$ cat src/rtl/fetch_unit.sv
// Instruction-fetch initiator: issues 64-bit word addresses to instruction memory
// and buffers returned instruction pairs in a small FIFO for dual-issue decode.
module fetch_unit #(
    parameter int          ADDR_W   = 10,
    parameter int          DEPTH    = 4,
    parameter logic [31:0] RESET_PC = 32'h0
) (
    input  logic              clock_i,
    input  logic              reset_i,
    output logic [ADDR_W-1:0] addr_o,
    input  logic [63:0]       data_i,
    input  logic              mem_stall_i,
    input  logic              redirect_i,
    input  logic [31:0]       redirect_pc_i,
    output logic              pair_valid_o,
    input  logic              pair_ready_i,
    output logic [31:0]       inst0_o,
    output logic [31:0]       inst1_o,
    output logic [31:0]       pc_o,
    output logic              slot0_valid_o
);

    localparam int PTR_W = $clog2(DEPTH);
    localparam int CNT_W = PTR_W + 1;

    logic [31:0]      r_fetch_pc;
    logic             r_inflight;
    logic [31:2]      r_req_pc;
    logic [PTR_W-1:0] r_wr_ptr;
    logic [PTR_W-1:0] r_rd_ptr;
    logic [CNT_W-1:0] r_count;

    logic [31:0]      r_inst0 [DEPTH];
    logic [31:0]      r_inst1 [DEPTH];
    logic [31:3]      r_pc    [DEPTH];
    logic             r_slot0 [DEPTH];

    logic [CNT_W-1:0] w_used;
    logic             w_issue;
    logic             w_capture;
    logic             w_pop;

    // Credit counts the in-flight response so a capture always has a free slot.
    assign w_used    = r_count + {{PTR_W{1'b0}}, r_inflight};
    assign w_issue   = !redirect_i && !mem_stall_i && (w_used < CNT_W'(DEPTH));
    assign w_capture = r_inflight && !redirect_i;
    assign w_pop     = (r_count != '0) && pair_ready_i && !redirect_i;

    assign addr_o        = r_fetch_pc[ADDR_W+2:3];
    assign pair_valid_o  = (r_count != '0);
    assign inst0_o       = r_inst0[r_rd_ptr];
    assign inst1_o       = r_inst1[r_rd_ptr];
    assign pc_o          = {r_pc[r_rd_ptr], 3'b000};
    assign slot0_valid_o = r_slot0[r_rd_ptr];

    always_ff @(posedge clock_i or posedge reset_i) begin
        if (reset_i) begin
            r_fetch_pc <= RESET_PC;
            r_inflight <= 1'b0;
            r_req_pc   <= '0;
        end else begin
            r_inflight <= w_issue;
            if (redirect_i) begin
                r_fetch_pc <= redirect_pc_i;
            end else if (w_issue) begin
                r_fetch_pc <= {r_fetch_pc[31:3] + 29'd1, 3'b000};
                r_req_pc   <= r_fetch_pc[31:2];
            end
        end
    end

    always_ff @(posedge clock_i or posedge reset_i) begin
        if (reset_i) begin
            r_wr_ptr <= '0;
            r_rd_ptr <= '0;
            r_count  <= '0;
        end else if (redirect_i) begin
            r_wr_ptr <= '0;
            r_rd_ptr <= '0;
            r_count  <= '0;
        end else begin
            if (w_capture) r_wr_ptr <= r_wr_ptr + PTR_W'(1);
            if (w_pop)     r_rd_ptr <= r_rd_ptr + PTR_W'(1);
            case ({w_capture, w_pop})
                2'b10:   r_count <= r_count + CNT_W'(1);
                2'b01:   r_count <= r_count - CNT_W'(1);
                default: r_count <= r_count;
            endcase
        end
    end

    // Storage is cleared on reset so the head outputs read zero immediately.
    for (genvar gi = 0; gi < DEPTH; gi++) begin : g_entry
        always_ff @(posedge clock_i or posedge reset_i) begin
            if (reset_i) begin
                r_inst0[gi] <= '0;
                r_inst1[gi] <= '0;
                r_pc[gi]    <= '0;
                r_slot0[gi] <= 1'b0;
            end else if (w_capture && (r_wr_ptr == PTR_W'(gi))) begin
                r_inst0[gi] <= data_i[31:0];
                r_inst1[gi] <= data_i[63:32];
                r_pc[gi]    <= r_req_pc[31:3];
                r_slot0[gi] <= !r_req_pc[2];
            end
        end
    end

endmodule
$ cat config.mk
export PLATFORM = sky130hd
export DESIGN_NAME = fetch_unit
export DESIGN_NICKNAME = d
export VERILOG_FILES = /design/src/rtl/fetch_unit.sv
export SDC_FILE = /design/constraint.sdc
export NUM_CORES = 1
export LEC_CHECK = 0
export BUFFER_PORTS_ARGS = -buffer_cell sky130_fd_sc_hd__buf_2
export CAP_MARGIN = 10
export CORE_AREA = 2 2 201 203
export DETAILED_ROUTE_END_ITERATION = 12
export DIE_AREA = 0 0 203 205
export PLACE_DENSITY = 0.73
export SLEW_MARGIN = 20
export SYNTH_ARGS = -nofsm -noshare
export SYNTH_HDL_FRONTEND = slang
export SYNTH_SLANG_ARGS = --single-unit
$ cat constraint.sdc
create_clock -name clock_i -period 33.6 [get_ports clock_i]
set_input_delay 3.36 -clock clock_i [delete_from_list [all_inputs] [get_ports clock_i]]
set_output_delay 3.36 -clock clock_i [all_outputs]
set_load 0.02 [all_outputs]
==> impl_metrics.yaml <==
outcome:
  status: "finished clean"
pwr:
  combPwrFrac_pct: 28.9
  clockPowerShare_pct: 28.1
  pwr-share-seq_pct: 43.0
  finalPower_uw: 1875
  p_int_uw: 1295
  power.switching_uw: 580.3
  p_per_area_nw_per_um2: 83.42
  p_sw_share_pct: 30.94
  peakVddDrop_mv: 0.04494
  power_leakage_uw: 0.01072
worst_setup_path:
  worstSetupStartpoint: "r_rd_ptr[0]"
  crit_arrival_ns: 3.39
  crit_required_ns: 30.24
  reg2reg_slack_ns: 30.71
  crit_path_end_kind: "primary output"
  critPathLaunchType: "register"
  r2r-start: "r_inflight"
  crit_type: "register to primary output"
  endpoint: "inst0_o[20]"
  crit_fanout: 57
  rr_worst_depth: 4
  r2r_end: "r_inst1[26]"
timing:
  final-setup-viol-count: 0
  max_slew_margin_pct: 28.08
  slew_viol_final: 0
  rsz0062_at_grt: "false"
  fin_skew_ns: 0.02108
  max_freq_ghz: 0.1481
  tightestPinTransition_ns: 1.079
  finalHoldViolCount: 0
  layout_min_cycle_time_ns: 6.753
  timing.setup.tns_ns: 0
  worst_slack_ns: 26.85
  fin_crit_sh_pct: 20.10
synth:
  synth.top_cell.area_share_pct: 57.05
  yosysTopAreaCell: "dfrtp_1"
  netlist_top_cells_area: "dfrtp_1 57%, mux2_2 22%, mux4_2 11%, nand2_1 2.5%, xnor2_1 0.76%"
  yosys_warnings: 0
  synth.distinct_cells: 45
  synth_area_per_cell_um2: 15.01
  synth_seq_area_share_pct: 57.05
  syn_area_um2: 19470
  synth_cells: 1297
  ys_ff_latch: 444
clock_network:
  hold_buffers: 0
  cts.path.max_buffers: 3
  clk_pin_slew_ns: 0.06
  htree_levels: 2
  cts_tree: "built"
  root_buffer: "clkbuf_16"
  numCtsBuffers: 48
  cts_resized: 0
  post_cts.repair.setup_buffers: 0
  clock_latency_ns: 0.58
  clock-sinks: 444
route:
  vias_per_cell: 5.606
  vias: 11410
  wirelength_um: 40900
  wl_per_cell_um: 20.10
  dr.pass1.iters: 6
  ant_nets: 0
  drc: 0
  drtIter0Drc: 473
finish:
  fillCellCount: 3126
  final_common_cell: "dfrtp_1"
  layout.cells.non_filler: 2035
  layout-drive-gt1-share_pct: 51.26
  mostFrequentLayoutCells: "442 x dfrtp_1, 372 x mux2_2, 203 x buf_2, 125 x nand2_1, 94 x mux4_2"
  area_growth_pct: 15.44
  final_nets: 1578
  final_util_pct: 57.11
place:
  dp_cells: 1945
  gp_congestion: 0.8155
  portBuffers: 203
  hpwlAfterDp_um: 25080
  place_worst_setup_slack_ns: 27.32
floorplan:
  die_area_um2: 41620
  core_area_um2: 39370
  die_w_um: 203
  io_pins: 209
  start_util_pct: 49.47
  rows: 73
  die_h_um: 205
global_route:
  gr-usage-all-layers_pct: 20.43
  grt-ovfl-total: 0
  grt_max_degree: 144
  grt_pass1_wl_um: 66770
  grt_pass1_vias: 12090
  antenna_found_initial: 2
job:
  drv_cap: 0
hold_path:
  hp-class: "register to register"
kinds of logic (layout without fill, tap and decap cells):
logic type | Yosys count | after routing | share of synthesized area [%]
other | 1 | 5 | 0.01926
multiplexers | 471 | 471 | 32.67
AO/OA/AOI/OAI | 43 | 43 | 1.304
XOR/XNOR | 28 | 28 | 1.298
buffers and inverters | 104 | 313 | 2.531
AND/OR/NAND/NOR | 200 | 200 | 4.703
flip-flops | 444 | 444 | 57.05
adder cells (fa/ha/maj) | 6 | 6 | 0.4241
power groups by stage:
| stage | Clock, µW | Sequential [µW] | Combinational (µW) |
|---|---|---|---|
| after floorplan | 0 | 769 | 419 |
| after global placement | 0 | 800 | 534 |
| after detailed placement | 0 | 815 | 547 |
| after CTS | 540 | 807 | 550 |
| after global routing | 562 | 830 | 584 |
| final | 527 | 806 | 542 |
sequential cells by signal, summed over array words and instances, names as in the netlist:
signal      flops
r_count         3
r_rd_ptr        2
r_inst1       128
r_inflight      1
r_fetch_pc     30
r_inst0       128
r_wr_ptr        2
r_slot0         4
r_pc          116
r_req_pc       30
layer usage:
layer  up-vias  GRT usage [%]  wire [µm]
met5         -              0          0
met4         0          5.683        643
met3        53          4.009       2195
met2       278          33.55      20090
met1      5993          27.98      17980
li1       5084              -          -
synthesized netlist by cell type (all sizes together):
cell and number:
a211o 1, a31o 1, a31oi 3, and2 1, and3 6, and4 4, buf 71, clkbuf 24
clkinv 1, conb 1, dfrtp 444, fa 1, ha 5, inv 8, mux2 373, mux2i 4
mux4 94, nand2 129, nand3 13, nand4 10, nor2 12, nor2b 2, nor3 4, nor4 10
o211a 1, o211ai 1, o21ai 29, o311ai 2, o31ai 5, or2 1, or3 4, or4 4
xnor2 17, xor2 11
layout make-up:
class / count / area (µm²) / area share, %
Tap cell: 525 / 656.9 / 2.922
Antenna cell: 2 / 5.005 / 0.02226
Clock inverter: 12 / 160.2 / 0.7124
Inverter: 9 / 41.29 / 0.1837
Clock buffer: 75 / 1443 / 6.417
Timing Repair Buffer: 217 / 1149 / 5.109
Multi-Input combinational cell: 751 / 7908 / 35.18
Sequential cell: 444 / 11120 / 49.46
worst max-delay path: stages, from the launching register on:
cell     delay (ns)
dfrtp_4        1.14
buf_4          0.82
mux4_2         0.62
buf_2          0.18
through the flow:
stage	hold slack, ns	instance area, µm²
floorplan	0.4386	19480
global placement	0.4577	20840
detailed placement	0.4694	20840
CTS	0.4859	22440
global route	0.5084	22480
finish	0.4802	22480
worst min-delay path by stage:
| stage | from | to | slack, ns | cells after the start |
|---|---|---|---|---|
| global route | r_pc[26] | r_pc[26] | 0.51 | 1 |
| floorplan | r_fetch_pc[2] | r_req_pc[2] | 0.44 | 2 |
| global placement | r_slot0[2] | r_slot0[2] | 0.46 | 2 |
| finish | r_slot0[0] | r_slot0[0] | 0.48 | 2 |
| detailed placement | r_slot0[3] | r_slot0[3] | 0.47 | 2 |
| CTS | r_slot0[0] | r_slot0[0] | 0.49 | 2 |
(Power assumes the default switching activity.)
